<file path="src/rtl/psd_sr_pkg.sv">
// Shared types and constants for the SN74LS165 scan controller.
package psd_sr_pkg;

    // Controller states; see the table in sn74ls165_scan_ctrl for meanings.
    typedef enum logic [2:0] {
        IDLE     = 3'd0,
        LOAD     = 3'd1,
        HOLD     = 3'd2,
        SHIFT_HI = 3'd3,
        SHIFT_LO = 3'd4,
        DONE     = 3'd5
    } scan_state_t;

    // System clocks per PL phase and per shift-clock half-period.
    localparam int CLK_DIV_DEFAULT = 2;

    // Each '165 contributes one byte to the scanned word.
    localparam int BITS_PER_DEV = 8;

    // Bit counter has to reach WIDTH itself, hence the +1.
    function automatic int cnt_width(input int width);
        return $clog2(width + 1);
    endfunction

endpackage

</file>
<file path="src/rtl/sn74ls165_scan_ctrl_if.sv">
// Valid/Ready word interface between the scan controller and its consumer.
interface sn74ls165_scan_ctrl_if #(
    parameter int WIDTH = 8
);
    logic [WIDTH-1:0] Data;
    logic             Valid;
    logic             Ready;

    modport master (
        output Data,
        output Valid,
        input  Ready
    );

    modport slave (
        input  Data,
        input  Valid,
        output Ready
    );
endinterface

</file>
<file path="src/rtl/sn74ls165_scan_ctrl_timer.sv">
// Phase timer: times out after CLK_DIV cycles from the last restart.
// Shared by the LOAD, HOLD, SHIFT_HI and SHIFT_LO phases.
module sr_phase_timer
    import psd_sr_pkg::*;
#(
    parameter int CLK_DIV = CLK_DIV_DEFAULT
) (
    input  logic Clock,
    input  logic Reset,
    input  logic restart,
    output logic last
);
    localparam int TW = $clog2(CLK_DIV + 1);

    logic [TW-1:0] cnt;

    // Down-counter loaded on restart; parks at zero, which is the terminal count.
    always_ff @(posedge Clock) begin
        if (!Reset) begin
            cnt <= '0;
        end else if (restart) begin
            cnt <= TW'(CLK_DIV - 1);
        end else if (cnt != '0) begin
            cnt <= cnt - TW'(1);
        end
    end

    assign last = (cnt == '0);

endmodule

</file>
<file path="src/rtl/sn74ls165_scan_ctrl.sv">
// Scan controller for a chain of SN74LS165 PISO shift registers.
// Loads the chain, clocks it out bit by bit and hands the word over Valid/Ready.
//
//   state    | meaning
//   ---------+---------------------------------------------------------
//   IDLE     | waiting for Start (or Auto after an accepted word)
//   LOAD     | PL low, chain captures its parallel inputs
//   HOLD     | PL high, SrClk low; first bit (P7 of nearest) sampled at end
//   SHIFT_HI | SrClk high, chain advances one bit
//   SHIFT_LO | SrClk low; next bit sampled at end of phase
//   DONE     | word complete, Valid held until accepted
module sn74ls165_scan_ctrl
    import psd_sr_pkg::*;
#(
    parameter int N_DEV   = 1,
    parameter int CLK_DIV = CLK_DIV_DEFAULT
) (
    input  logic                  Clock,
    input  logic                  Reset,
    input  logic                  Start,
    input  logic                  Auto,
    input  logic                  SerIn,
    output logic                  PL,
    output logic                  SrClk,
    output logic                  Busy,
    sn74ls165_scan_ctrl_if.master bus
);
    localparam int WIDTH = BITS_PER_DEV * N_DEV;
    localparam int CNT_W = cnt_width(WIDTH);
    localparam int IDX_W = $clog2(WIDTH);

    scan_state_t      state;
    scan_state_t      state_nxt;
    logic [CNT_W-1:0] bit_cnt;
    logic [CNT_W-1:0] bit_cnt_nxt;
    logic [WIDTH-1:0] data_q;
    logic             valid_q;
    logic             hs_done;
    logic             handshake;
    logic             phase_last;
    logic             phase_restart;
    logic             sample;
    logic [IDX_W-1:0] sample_idx;

    assign handshake     = valid_q && bus.Ready;
    assign phase_restart = (state_nxt != state);

    sr_phase_timer #(
        .CLK_DIV (CLK_DIV)
    ) u_phase_timer (
        .Clock   (Clock),
        .Reset   (Reset),
        .restart (phase_restart),
        .last    (phase_last)
    );

    // Next-state, bit counter and sample strobe for the scan sequence.
    always_comb begin
        state_nxt   = state;
        bit_cnt_nxt = bit_cnt;
        sample      = 1'b0;
        sample_idx  = IDX_W'(WIDTH - 1);
        unique case (state)
            IDLE: begin
                // Start and Auto together still yield a single LOAD entry.
                if (Start || (Auto && hs_done)) begin
                    state_nxt = LOAD;
                end
            end
            LOAD: begin
                if (phase_last) begin
                    state_nxt = HOLD;
                end
            end
            HOLD: begin
                // Q7 already shows P7 of the nearest device after the load.
                if (phase_last) begin
                    sample      = 1'b1;
                    sample_idx  = IDX_W'(WIDTH - 1);
                    bit_cnt_nxt = CNT_W'(1);
                    state_nxt   = SHIFT_HI;
                end
            end
            SHIFT_HI: begin
                if (phase_last) begin
                    state_nxt = SHIFT_LO;
                end
            end
            SHIFT_LO: begin
                // Sample a full half-period after the rising edge so Q7 is settled.
                if (phase_last) begin
                    sample      = 1'b1;
                    sample_idx  = IDX_W'(WIDTH - 1) - bit_cnt[IDX_W-1:0];
                    bit_cnt_nxt = bit_cnt + CNT_W'(1);
                    state_nxt   = (bit_cnt_nxt == CNT_W'(WIDTH)) ? DONE : SHIFT_HI;
                end
            end
            DONE: begin
                // Back-to-back scans skip IDLE so LOAD follows the handshake edge.
                if (handshake) begin
                    state_nxt = Auto ? LOAD : IDLE;
                end
            end
            default: begin
                state_nxt = IDLE;
            end
        endcase
    end

    // State, counter and registered chain strobes (PL/SrClk decoded from next state).
    always_ff @(posedge Clock) begin
        if (!Reset) begin
            state   <= IDLE;
            bit_cnt <= '0;
            PL      <= 1'b1;
            SrClk   <= 1'b0;
        end else begin
            state   <= state_nxt;
            bit_cnt <= bit_cnt_nxt;
            PL      <= (state_nxt != LOAD);
            SrClk   <= (state_nxt == SHIFT_HI);
        end
    end

    // Word assembly; Data is only overwritten bit by bit during the next scan.
    always_ff @(posedge Clock) begin
        if (!Reset) begin
            data_q <= '0;
        end else if (sample) begin
            data_q[sample_idx] <= SerIn;
        end
    end

    // Valid rises one cycle into DONE and drops on the accepting edge.
    always_ff @(posedge Clock) begin
        if (!Reset) begin
            valid_q <= 1'b0;
        end else if (handshake) begin
            valid_q <= 1'b0;
        end else if (state == DONE) begin
            valid_q <= 1'b1;
        end
    end

    // Remembers an accepted word so Auto alone can restart from IDLE.
    always_ff @(posedge Clock) begin
        if (!Reset) begin
            hs_done <= 1'b0;
        end else if (handshake) begin
            hs_done <= 1'b1;
        end else if ((state == IDLE) && (state_nxt == LOAD)) begin
            hs_done <= 1'b0;
        end
    end

    assign bus.Data  = data_q;
    assign bus.Valid = valid_q;
    assign Busy      = (state != IDLE) && (state != DONE);

endmodule

</file>
<file path="src/flat_wrapper.sv">
// flat-port wrapper written by rule: the top's interface ports become plain ports
module sn74ls165_scan_ctrl_flat import psd_sr_pkg::*;
#(
    parameter int N_DEV   = 1,
    parameter int CLK_DIV = CLK_DIV_DEFAULT
)
  (Clock, Reset, Start, Auto, SerIn, PL, SrClk, Busy, bus_Data, bus_Valid, bus_Ready);
  sn74ls165_scan_ctrl_if #(.WIDTH(8)) bus_i ();
  input  logic Clock;
  input  logic Reset;
  input  logic Start;
  input  logic Auto;
  input  logic SerIn;
  output logic PL;
  output logic SrClk;
  output logic Busy;
  output wire logic [$bits(bus_i.Data)-1:0] bus_Data;
  output wire logic [$bits(bus_i.Valid)-1:0] bus_Valid;
  input wire logic [$bits(bus_i.Ready)-1:0] bus_Ready;
  assign bus_Data = bus_i.Data;
  assign bus_Valid = bus_i.Valid;
  assign bus_i.Ready = bus_Ready;
  sn74ls165_scan_ctrl #(.N_DEV(N_DEV), .CLK_DIV(CLK_DIV)) u_core (.Clock(Clock), .Reset(Reset), .Start(Start), .Auto(Auto), .SerIn(SerIn), .PL(PL), .SrClk(SrClk), .Busy(Busy), .bus(bus_i));
endmodule
</file>
<file path="config.mk">
export PLATFORM = sky130hd
export DESIGN_NAME = sn74ls165_scan_ctrl_flat
export DESIGN_NICKNAME = d
export VERILOG_FILES = /design/src/rtl/psd_sr_pkg.sv /design/src/rtl/sn74ls165_scan_ctrl_if.sv /design/src/rtl/sn74ls165_scan_ctrl_timer.sv /design/src/rtl/sn74ls165_scan_ctrl.sv /design/src/flat_wrapper.sv
export SDC_FILE = /design/constraint.sdc
export NUM_CORES = 1
export LEC_CHECK = 0
export ABC_AREA = 0
export BUFFER_PORTS_ARGS = -buffer_cell sky130_fd_sc_hd__buf_2
export CORE_MARGIN = 5
export CORE_UTILIZATION = 30
export CTS_BUF_LIST = sky130_fd_sc_hd__clkbuf_4
export CTS_CLUSTER_DIAMETER = 200
export CTS_CLUSTER_SIZE = 30
export DETAILED_ROUTE_END_ITERATION = 12
export PLACE_DENSITY = 0.47
export REMOVE_ABC_BUFFERS = 1
export SYNTH_ARGS = -nofsm -noshare
export SYNTH_HDL_FRONTEND = slang
export SYNTH_SLANG_ARGS = --single-unit
export TNS_END_PERCENT = 100
</file>
<file path="constraint.sdc">
create_clock -name Clock -period 1.52 [get_ports Clock]
set_input_delay 0.152 -clock Clock [delete_from_list [all_inputs] [get_ports Clock]]
set_output_delay 0.152 -clock Clock [all_outputs]
set_load 0.005 [all_outputs]
</file>
==> flow_summary.yaml <==
status:
  status: "complete, no violations"
setup_path:
  path_class: "flop to flop"
  cp-startpoint: "u_core.bit_cnt[0]$_SDFFE_PN0P_"
  path_max_fanout: 3
  cp-end-kind: "flop"
  r2r-start: "u_core.bit_cnt[0]$_SDFFE_PN0P_"
  arrival_ns: 1.74
  path_cells: "buf_4, a21bo_2, a2111oi_2, nor2_1, o31a_1"
  regToRegEndpoint: "u_core.u_phase_timer.cnt[0]$_SDFFE_PN0P_"
  crit_required_ns: 1.75
  cpPeakStageDelay_ns: 0.35
  slowest_stage: "dfxtp_2"
  reg2reg_slack_ns: 0.01
  r2r_cells: 5
  start_kind: "flop"
finish:
  fillCellCount: 398
  multiInputGateArea_um2: 822
  fin_area_um2: 1660
  register_area_um2: 434
  diodes: 0
  areaGrowthSynthToFinish_pct: 40.2
  final_util_pct: 44.4
  drive_gt1_share_pct: 50.3
  final_net_count: 178
clock_network:
  clock_sinks: 21
  clockBufferDepth: 2
  clkTransAtPathRegs_ns: 0.14
  cts_made_buffers: 3
  holdBufCountCts: 0
  cts-root-buf: "clkbuf_4"
  h-tree-depth: 1
  cts_tree: "done"
  clkLatencyLatePin_ns: 0.32
die:
  rows: 22
  die_area_um2: 5310
  die_w_um: 72.8
  die_h_um: 72.8
  start_util_pct: 31.7
  coreArea_um2: 3740
  ioPinCount: 18
sta:
  rsz0062_at_grt: "yes"
  timing.slew.headroom_pct: 72.6
  setup_viol: 0
  tightest_slew_ns: 0.411
  fmax_ghz: 0.663
  hold_violations: 0
  holdWs_ns: 0.137
  layout_setup_ws_ns: 0.0117
  slew_violations: 0
  finalClockSkew_ns: 0.00615
  min_period_ns: 1.51
  post-route-period-util_pct: 99.2
route:
  top_layer_used: "met4"
  final_antenna_net_count: 0
  viasPerCell: 5.05
  drc_errors: 0
  met2_length_um: 1370
  dr.first_iter.drc_count: 36
  wl_met1_um: 1460
  wl_met3_um: 71
  route.vias.total: 1095
  drt-total-wl_um: 2920
  wire_per_inst_um: 13.5
  firstDrtPassIters: 4
yosys:
  syn_inst: 129
  netlist-cell-type-count: 44
  synthFlopType: "dfxtp_1"
  ys_seq_elements: 21
  synth-edff-count: 0
  yosysWarnings: 0
  netlist.top_cell.by_area: "dfxtp_1"
  syn_area_um2: 1180
  syn_area_per_cell_um2: 9.19
  synthArstFlopShare_pct: 0
  ys_seq_area_share_pct: 35.5
  yosysTopAreaCellShare_pct: 35.5
  synthMostInstantiatedCell: "dfxtp_1"
  ys_top_cells_by_count: "dfxtp_1, nand2_1, nor2b_1"
  yosys-top-cells-area: "dfxtp_1, mux2i_1, nor2b_1, nand2_1, nand2b_1"
worst_hold_path:
  min_path_type: "input port to flop"
  min_to: "u_core.hs_done$_SDFFE_PN0P_"
  worstHoldStart: "bus_Ready"
  holdPathStages: 3
pwr:
  peakVddDrop_v: 0.000376
  p_leak_nw: 0.705
  finalPower_mw: 1.41
  power_density_nw_per_um2: 848
place:
  placed_area_um2: 1450
  port_buffers: 17
  place.detailed.hpwl_um: 2090
  gp_congestion: 0.769
  place_ws_ns: -0.0998
grt:
  grt_pass1_wl_um: 4790
  grt-ovfl-total: 0
  grt_use_total_pct: 11.4
  grt_start_max_net_pins: 21
  antenna_found_initial: 0
  grt_pass1_vias: 1054
job:
  cap_violations: 0
## critical path: cells and delay by family, from the launching register on
kind                   cells  cell delay [ns]
DFF                        1             0.35
and+or+nand+nor            1             0.12
AOI/OAI and AO/OA          3             0.82
buffers and inverters      1             0.13
## stage by stage
step,TNS (ns),cells
floorplan,-0.674,119
global placement,-0.0840,208
detailed placement,-0.373,208
CTS,0,214
global route,-0.102,217
finish,0,217
## how the worst max path moves through the flow
stage | cells after the start | slack (ns) | endpoint
floorplan | 6 | -0.15 | u_core.bus.Data[1]$_SDFFE_PN0P_
CTS | 6 | 0.006 | u_core.u_phase_timer.cnt[0]$_SDFFE_PN0P_
detailed placement | 6 | -0.1 | u_core.SrClk$_SDFF_PN0_
global route | 5 | -0.04 | u_core.u_phase_timer.cnt[0]$_SDFFE_PN0P_
global placement | 6 | -0.04 | u_core.SrClk$_SDFF_PN0_
finish | 5 | 0.01 | u_core.u_phase_timer.cnt[0]$_SDFFE_PN0P_
## cells in the final DEF (no fill, tap or decap), drive strengths merged, types with 4 or more instances in the layout
master / Yosys / routed
a21oi: 5 / 5
buf: 8 / 46
dfxtp: 21 / 21
mux2i: 5 / 5
nand2: 11 / 11
nand2b: 5 / 5
nand3: 4 / 4
nand3b: 4 / 4
nor2: 6 / 6
nor2b: 8 / 8
o21ai: 5 / 5
o41ai: 4 / 4
## registers in the layout, summed over array words and instances, names as in the netlist
name,count
u_core.PL,1
u_core.state,3
u_core.bus.Valid,1
u_core.u_phase_timer.cnt,2
u_core.SrClk,1
u_core.hs_done,1
u_core.bus.Data,8
u_core.bit_cnt,4
## power by group
group / total (mW) / leakage, nW / switching (mW) / internal [mW]
sequential: 0.626 / 0.174 / 0.0376 / 0.589
combinational: 0.485 / 0.514 / 0.213 / 0.272
clock: 0.297 / 0.0177 / 0.198 / 0.0986
total: 1.41 / 0.705 / 0.449 / 0.960
## metal layers
layer  vias up  track usage (%)
met1       539             15.6
met5         -                0
met4         0             4.92
li1        545                -
met3         2             1.79
met2         9             17.6
## final cells by class
| class | count | share of cell area (%) |
|---|---|---|
| Multi-Input combinational cell | 95 | 49.5 |
| Sequential cell | 21 | 26.1 |
| Timing Repair Buffer | 46 | 18.4 |
| Tap cell | 48 | 3.61 |
| Clock buffer | 3 | 1.36 |
| Inverter | 3 | 0.678 |
| Clock inverter | 1 | 0.301 |
## cell families (layout without fill, tap and decap cells)
group,Yosys count,after routing,synth area share [%]
buf+inv,13,53,5.70
flops,21,21,35.5
fa+ha+maj,2,2,2.11
simple gates,54,54,29.9
compound gates,32,32,21.1
mux,5,5,4.22
xor+xnor,2,2,1.48
## what timing repair did
item,4_1_cts,5_1_grt
gates resized for setup,14,24
setup endpoints to repair,12,17
buffers inserted,2,4
pin swaps,5,6
Note: power is estimated with default switching activity, not from simulation.
